## src/rtl/lzw_dict_ctrl.sv

```systemverilog
// lzw_dict_ctrl: sequencer for the LZW dictionary RAM.
// Clears the table, serves one lookup/insert per handshake, and allocates codes.
module lzw_dict_ctrl #(
    parameter int ADDR_W     = 18,
    parameter int CHAR_W     = 8,
    parameter int CODE_W     = 12,
    parameter int FIRST_CODE = 256,
    parameter int MAX_CODES  = 2 ** (ADDR_W - CHAR_W)
) (
    input  logic              Clk,
    input  logic              Reset,
    input  logic              Start,
    output logic              Ready,
    input  logic              ReqValid,
    output logic              ReqReady,
    input  logic              ReqOp,
    input  logic [CODE_W-1:0] ReqPrefix,
    input  logic [CHAR_W-1:0] ReqChar,
    output logic              RspValid,
    output logic              RspHit,
    output logic [CODE_W-1:0] RspCode,
    output logic [CODE_W-1:0] NextCode,
    output logic              Full,
    output logic              RAMread,
    output logic              RAMZeroData,
    output logic              WriteString,
    output logic [ADDR_W-1:0] ramDicPointer,
    output logic [15:0]       ramString,
    input  logic [15:0]       iRAMData
);
    typedef enum logic [2:0] {WAIT, CLEAR, IDLE, READ, WRITE, RESP} state_t;
    state_t state, state_nx;
    logic unused_bits;

    assign unused_bits = ^{ReqPrefix[CODE_W-1:ADDR_W-CHAR_W], iRAMData[14:CODE_W]};
    assign Full        = NextCode == CODE_W'(MAX_CODES);
    assign Ready       = state inside {IDLE, READ, WRITE, RESP};
    assign ReqReady    = state == IDLE && !Start;
    assign RspValid    = state == RESP;
    assign RAMZeroData = state == CLEAR;
    assign RAMread     = state == READ;
    assign WriteString = state == WRITE;

    always_ff @(posedge Clk or posedge Reset)
        if (Reset) state <= WAIT;
        else       state <= state_nx;

    always_comb begin
        state_nx = state;
        case (state)
            WAIT:        state_nx = Start ? CLEAR : WAIT;
            CLEAR:       state_nx = &ramDicPointer ? IDLE : CLEAR;
            IDLE:        state_nx = Start ? CLEAR : !ReqValid ? IDLE : !ReqOp ? READ : Full ? RESP : WRITE;
            READ, WRITE: state_nx = RESP;
            RESP:        state_nx = IDLE;
            default:     state_nx = WAIT;
        endcase
    end

    always_ff @(posedge Clk or posedge Reset) begin
        if (Reset) begin
            ramDicPointer <= '0;
            ramString     <= '0;
            RspHit        <= 1'b0;
            RspCode       <= '0;
            NextCode      <= CODE_W'(FIRST_CODE);
        end else begin
            case (state)
                WAIT, IDLE: begin
                    if (Start) begin
                        ramDicPointer <= '0;
                        NextCode      <= CODE_W'(FIRST_CODE);
                    end else if (state == IDLE && ReqValid) begin
                        ramDicPointer <= {ReqPrefix[ADDR_W-CHAR_W-1:0], ReqChar};
                        if (ReqOp && !Full) ramString <= 16'h8000 | 16'(NextCode);
                        // a full table answers an insert with a miss and an all-ones code
                        if (ReqOp && Full) begin
                            RspHit  <= 1'b0;
                            RspCode <= '1;
                        end
                    end
                end
                CLEAR: ramDicPointer <= ramDicPointer + ADDR_W'(1);
                READ: begin
                    RspHit  <= iRAMData[15];
                    RspCode <= iRAMData[15] ? iRAMData[CODE_W-1:0] : '0;
                end
                WRITE: begin
                    RspHit   <= 1'b0;
                    RspCode  <= NextCode;
                    NextCode <= NextCode + CODE_W'(1);
                end
                default: ;
            endcase
        end
    end
endmodule

```

## config.mk

```make
export PLATFORM = sky130hd
export DESIGN_NAME = lzw_dict_ctrl
export DESIGN_NICKNAME = d
export VERILOG_FILES = /design/src/rtl/lzw_dict_ctrl.sv
export SDC_FILE = /design/constraint.sdc
export NUM_CORES = 1
export LEC_CHECK = 0
export CAP_MARGIN = 20
export CORE_MARGIN = 8
export CORE_UTILIZATION = 45
export CTS_CLUSTER_DIAMETER = 120
export CTS_CLUSTER_SIZE = 25
export DETAILED_ROUTE_END_ITERATION = 6
export PLACE_DENSITY_LB_ADDON = 0.05
export SYNTH_ARGS = -nofsm -noshare
export SYNTH_HDL_FRONTEND = slang
export SYNTH_SLANG_ARGS = --single-unit
```

## constraint.sdc

```tcl
create_clock -name Clk -period 2.3 [get_ports Clk]
set_input_delay 0.46 -clock Clk [delete_from_list [all_inputs] [get_ports Clk]]
set_output_delay 0.46 -clock Clk [all_outputs]
set_load 0.005 [all_outputs]
```

==> results.yml <==
run_status:
  status: "finished, final reports clean"
routing:
  met3WireLength_um: 512
  ant_nets: 0
  num_vias: 3028
  firstDrtPassIters: 4
  drc: 0
  wl_met2_um: 4850
  routed_wirelength_um: 9560
  wl_met1_um: 4000
  dr.first_iter.drc_count: 105
  wl_per_cell_um: 17.2
  highest_layer: "met4"
  avgViaCountPerCell: 5.46
power_and_ir_drop:
  vdd_ir_drop_max_uv: 924
  p_leak_nw: 2.05
  pwr-share-clk: 0.145
  powerDensity_mw_per_mm2: 1360
  switching_share: 0.390
  combPwrFrac: 0.561
  p_sw_mw: 2.49
  internal_power_mw: 3.89
  pwr-share-seq: 0.294
  design_power_total_mw: 6.38
cts:
  cts_buffer_depth: 2
  clk_latency_ns: 0.33
  clk_pin_slew_ns: 0.07
  post_cts_buffers: 0
  cts_root_buf: "clkbuf_8"
  cts_made_buffers: 9
  cts_tree: "yes"
  clock_sinks: 59
  htree_levels: 3
logic_synthesis:
  synth_edf_count: 0
  ys_types: 63
  netlist_area_mm2: 0.00329
  async_flop_share: 1.00
  yosys_most_used_dff: "dfrtp_1"
  yosysTopAreaCell: "dfrtp_1"
  synth_top_cells_by_area: "dfrtp_1 (44%), nand2_1 (5.2%), mux2_2 (3.8%), a21oi_1 (3.7%), o221a_2 (3.4%)"
  synth_most_common_cell: "dfrtp_1"
  ys_seq_area_frac: 0.449
  synth_seq_cells: 59
  synth_top_cells_by_count: "dfrtp_1 (58), nand2_1 (46), a21oi_1 (24)"
  synth_warnings: 0
  avgSynthCellArea_um2: 9.76
  syn_inst: 337
  synth_top_area_share: 0.441
sta:
  finalHoldViolations: 0
  tns_ns: 0
  finalClockSkew_ns: 0.00558
  post-route-period-util: 0.969
  finalMaxSlewViolations: 0
  worst_slew_pin_slew_ns: 0.500
  fin_ws_ns: 0.0721
  rsz0062_at_grt: "no"
  period_needed_ns: 2.23
  fmax_mhz: 449
  setup_viol: 0
  slew_headroom: 0.666
grt:
  grt_pass1_wl_um: 15300
  grt-ovfl-total: 0
  antenna_found_initial: 0
  gr-usage-all-layers: 0.188
  grt_pass1_vias: 3110
  grt_max_degree: 60
worst_setup_path:
  cp-end-kind: "primary output"
  endpoint: "WriteString"
  crit_required_ns: 1.84
  crit_type: "reg -> out"
  crit_start: "state[1]$_DFF_PP0_"
  cp-start-kind: "flop"
  critPathTopFamily: "buffers and inverters"
  rrSetupSlack_ns: 0.38
  crit_chain: "or3b_4 > inv_4 > clkdlybuf4s50_1"
  crit_buf_inv: 2
  crit_cells: 3
  critPathArrivalTime_ns: 1.77
  crit_path_top_delay_cell: "clkdlybuf4s50_1"
  r2r_cells: 7
  r2r-start: "state[2]$_DFF_PP0_"
  crit_path_max_fanout: 5
  reg2reg_to: "RspCode[6]$_DFFE_PP0P_"
  slowest_delay_ns: 0.50
floorplanning:
  core_mm2: 0.00718
  fp-row-count: 31
  top_level_ports: 107
  die_area_mm2: 0.0103
  die_h_um: 102
  start_util: 0.459
  die_w_um: 102
final_layout:
  antennaDiodeCount: 0
  fill_cells: 591
  syn2layout_area_growth_pct: 42.2
  finalNetCount: 495
  drive_above_1_share: 0.186
min_path:
  hold_path.class: "reg -> reg"
placed_design:
  place.gp.congestion: 0.874
  place_ws_ns: 0.0910
  hpwl_um: 7050
  portBuffers: 98
run:
  maxCapViolCount: 0
[worst min-delay path by stage]
stage	start	endpoint	slack, ns	cells past startpoint
floorplan	ramString[15]$_DFFE_PP0P_	ramString[15]$_DFFE_PP0P_	0.46	1
global placement	ramString[15]$_DFFE_PP0P_	ramString[15]$_DFFE_PP0P_	0.45	1
detailed placement	ramString[15]$_DFFE_PP0P_	ramString[15]$_DFFE_PP0P_	0.45	1
CTS	ramString[15]$_DFFE_PP0P_	ramString[15]$_DFFE_PP0P_	0.47	1
global route	ramString[15]$_DFFE_PP0P_	ramString[15]$_DFFE_PP0P_	0.50	1
finish	ramString[15]$_DFFE_PP0P_	ramString[15]$_DFFE_PP0P_	0.46	1
[metal layers]
layer,vias to the layer above,global-route usage
met2,91,0.327
met1,1456,0.212
met4,0,0.0916
met3,16,0.0433
li1,1465,-
met5,-,0
[sequential cells by signal, indices dropped and copies added (netlist names)]
| register | count |
|---|---|
| RspCode | 12 |
| ramDicPointer | 18 |
| state | 3 |
| RspHit | 1 |
| NextCode | 12 |
| ramString | 13 |
[layout by cell type, fill, tap and decap left out, drive strengths merged, types with 3 or more instances in the layout]
cell type | netlist | layout
and3 | 3 | 3
a31oi | 8 | 8
nor3 | 4 | 4
mux2 | 12 | 12
ha | 3 | 3
clkdlybuf4s50 | 0 | 96
nand4 | 10 | 10
nor2 | 14 | 14
and2 | 4 | 4
buf | 19 | 29
o221a | 10 | 10
conb | 1 | 3
nand2 | 47 | 47
o21ai | 22 | 22
dfrtp | 58 | 58
nand3 | 20 | 20
o311ai | 3 | 3
clkbuf | 7 | 10
or3 | 3 | 3
clkinv | 0 | 5
a21oi | 24 | 24
a2bb2oi | 4 | 4
o31ai | 5 | 5
inv | 13 | 13
mux2i | 3 | 3
[per-stage QoR]
stage	instance area, um^2	util	cells	hold slack, ns
6_report	4680	0.652	555	0.463
5_1_grt	4680	0.652	555	0.500
3_3_place_gp	4450	0.621	539	0.449
4_1_cts	4670	0.650	555	0.467
2_1_floorplan	3300	-	339	0.459
3_5_place_dp	4450	0.621	539	0.453
[cells by family (layout without fill, tap and decap cells)]
kind of cell             count (synthesis)  after routing  synth area share
XOR/XNOR                                 2              2           0.00532
AND/OR/NAND/NOR                        122            122             0.200
AO/OA/AOI/OAI                           96             96             0.206
buffers and inverters                   39            156            0.0753
flip-flops                              59             59             0.449
adder cells (fa/ha/maj)                  3              3            0.0114
multiplexers                            15             15            0.0513
other                                    1              3           0.00114
[cell type report]
class	count	area (um^2)	share of cell area
multi-input cells	241	1600	0.342
flip-flops and latches	59	1480	0.316
repair buffers	127	1230	0.262
clock buffers	10	138	0.0294
well taps	99	124	0.0265
inverters	13	56.3	0.0120
clock inverters	6	55.1	0.0118
[worst reg2reg max path, delay by kind of cell (launching register included)]
family	cells	cell delay, ns
compound gates	2	0.38
buf+inv	3	0.38
flops	1	0.43
simple gates	2	0.62
[power groups by stage]
stage	logic, mW	registers (mW)	clock network [mW]
after floorplan	1.96	1.85	0
after global placement	3.47	1.86	0
after detailed placement	3.54	1.86	0
after CTS	3.59	1.87	0.939
after global routing	3.92	1.93	0.990
final	3.58	1.88	0.926
[what timing repair did]
action	4_1_cts	5_1_grt
hold buffers	0	0
pin swaps	1	0
endpoints found under the setup margin	1	4
cloned	0	0
endpoints found under the hold margin	0	0
gates resized for setup	4	5
Note: power is estimated with default switching activity, not from simulation.
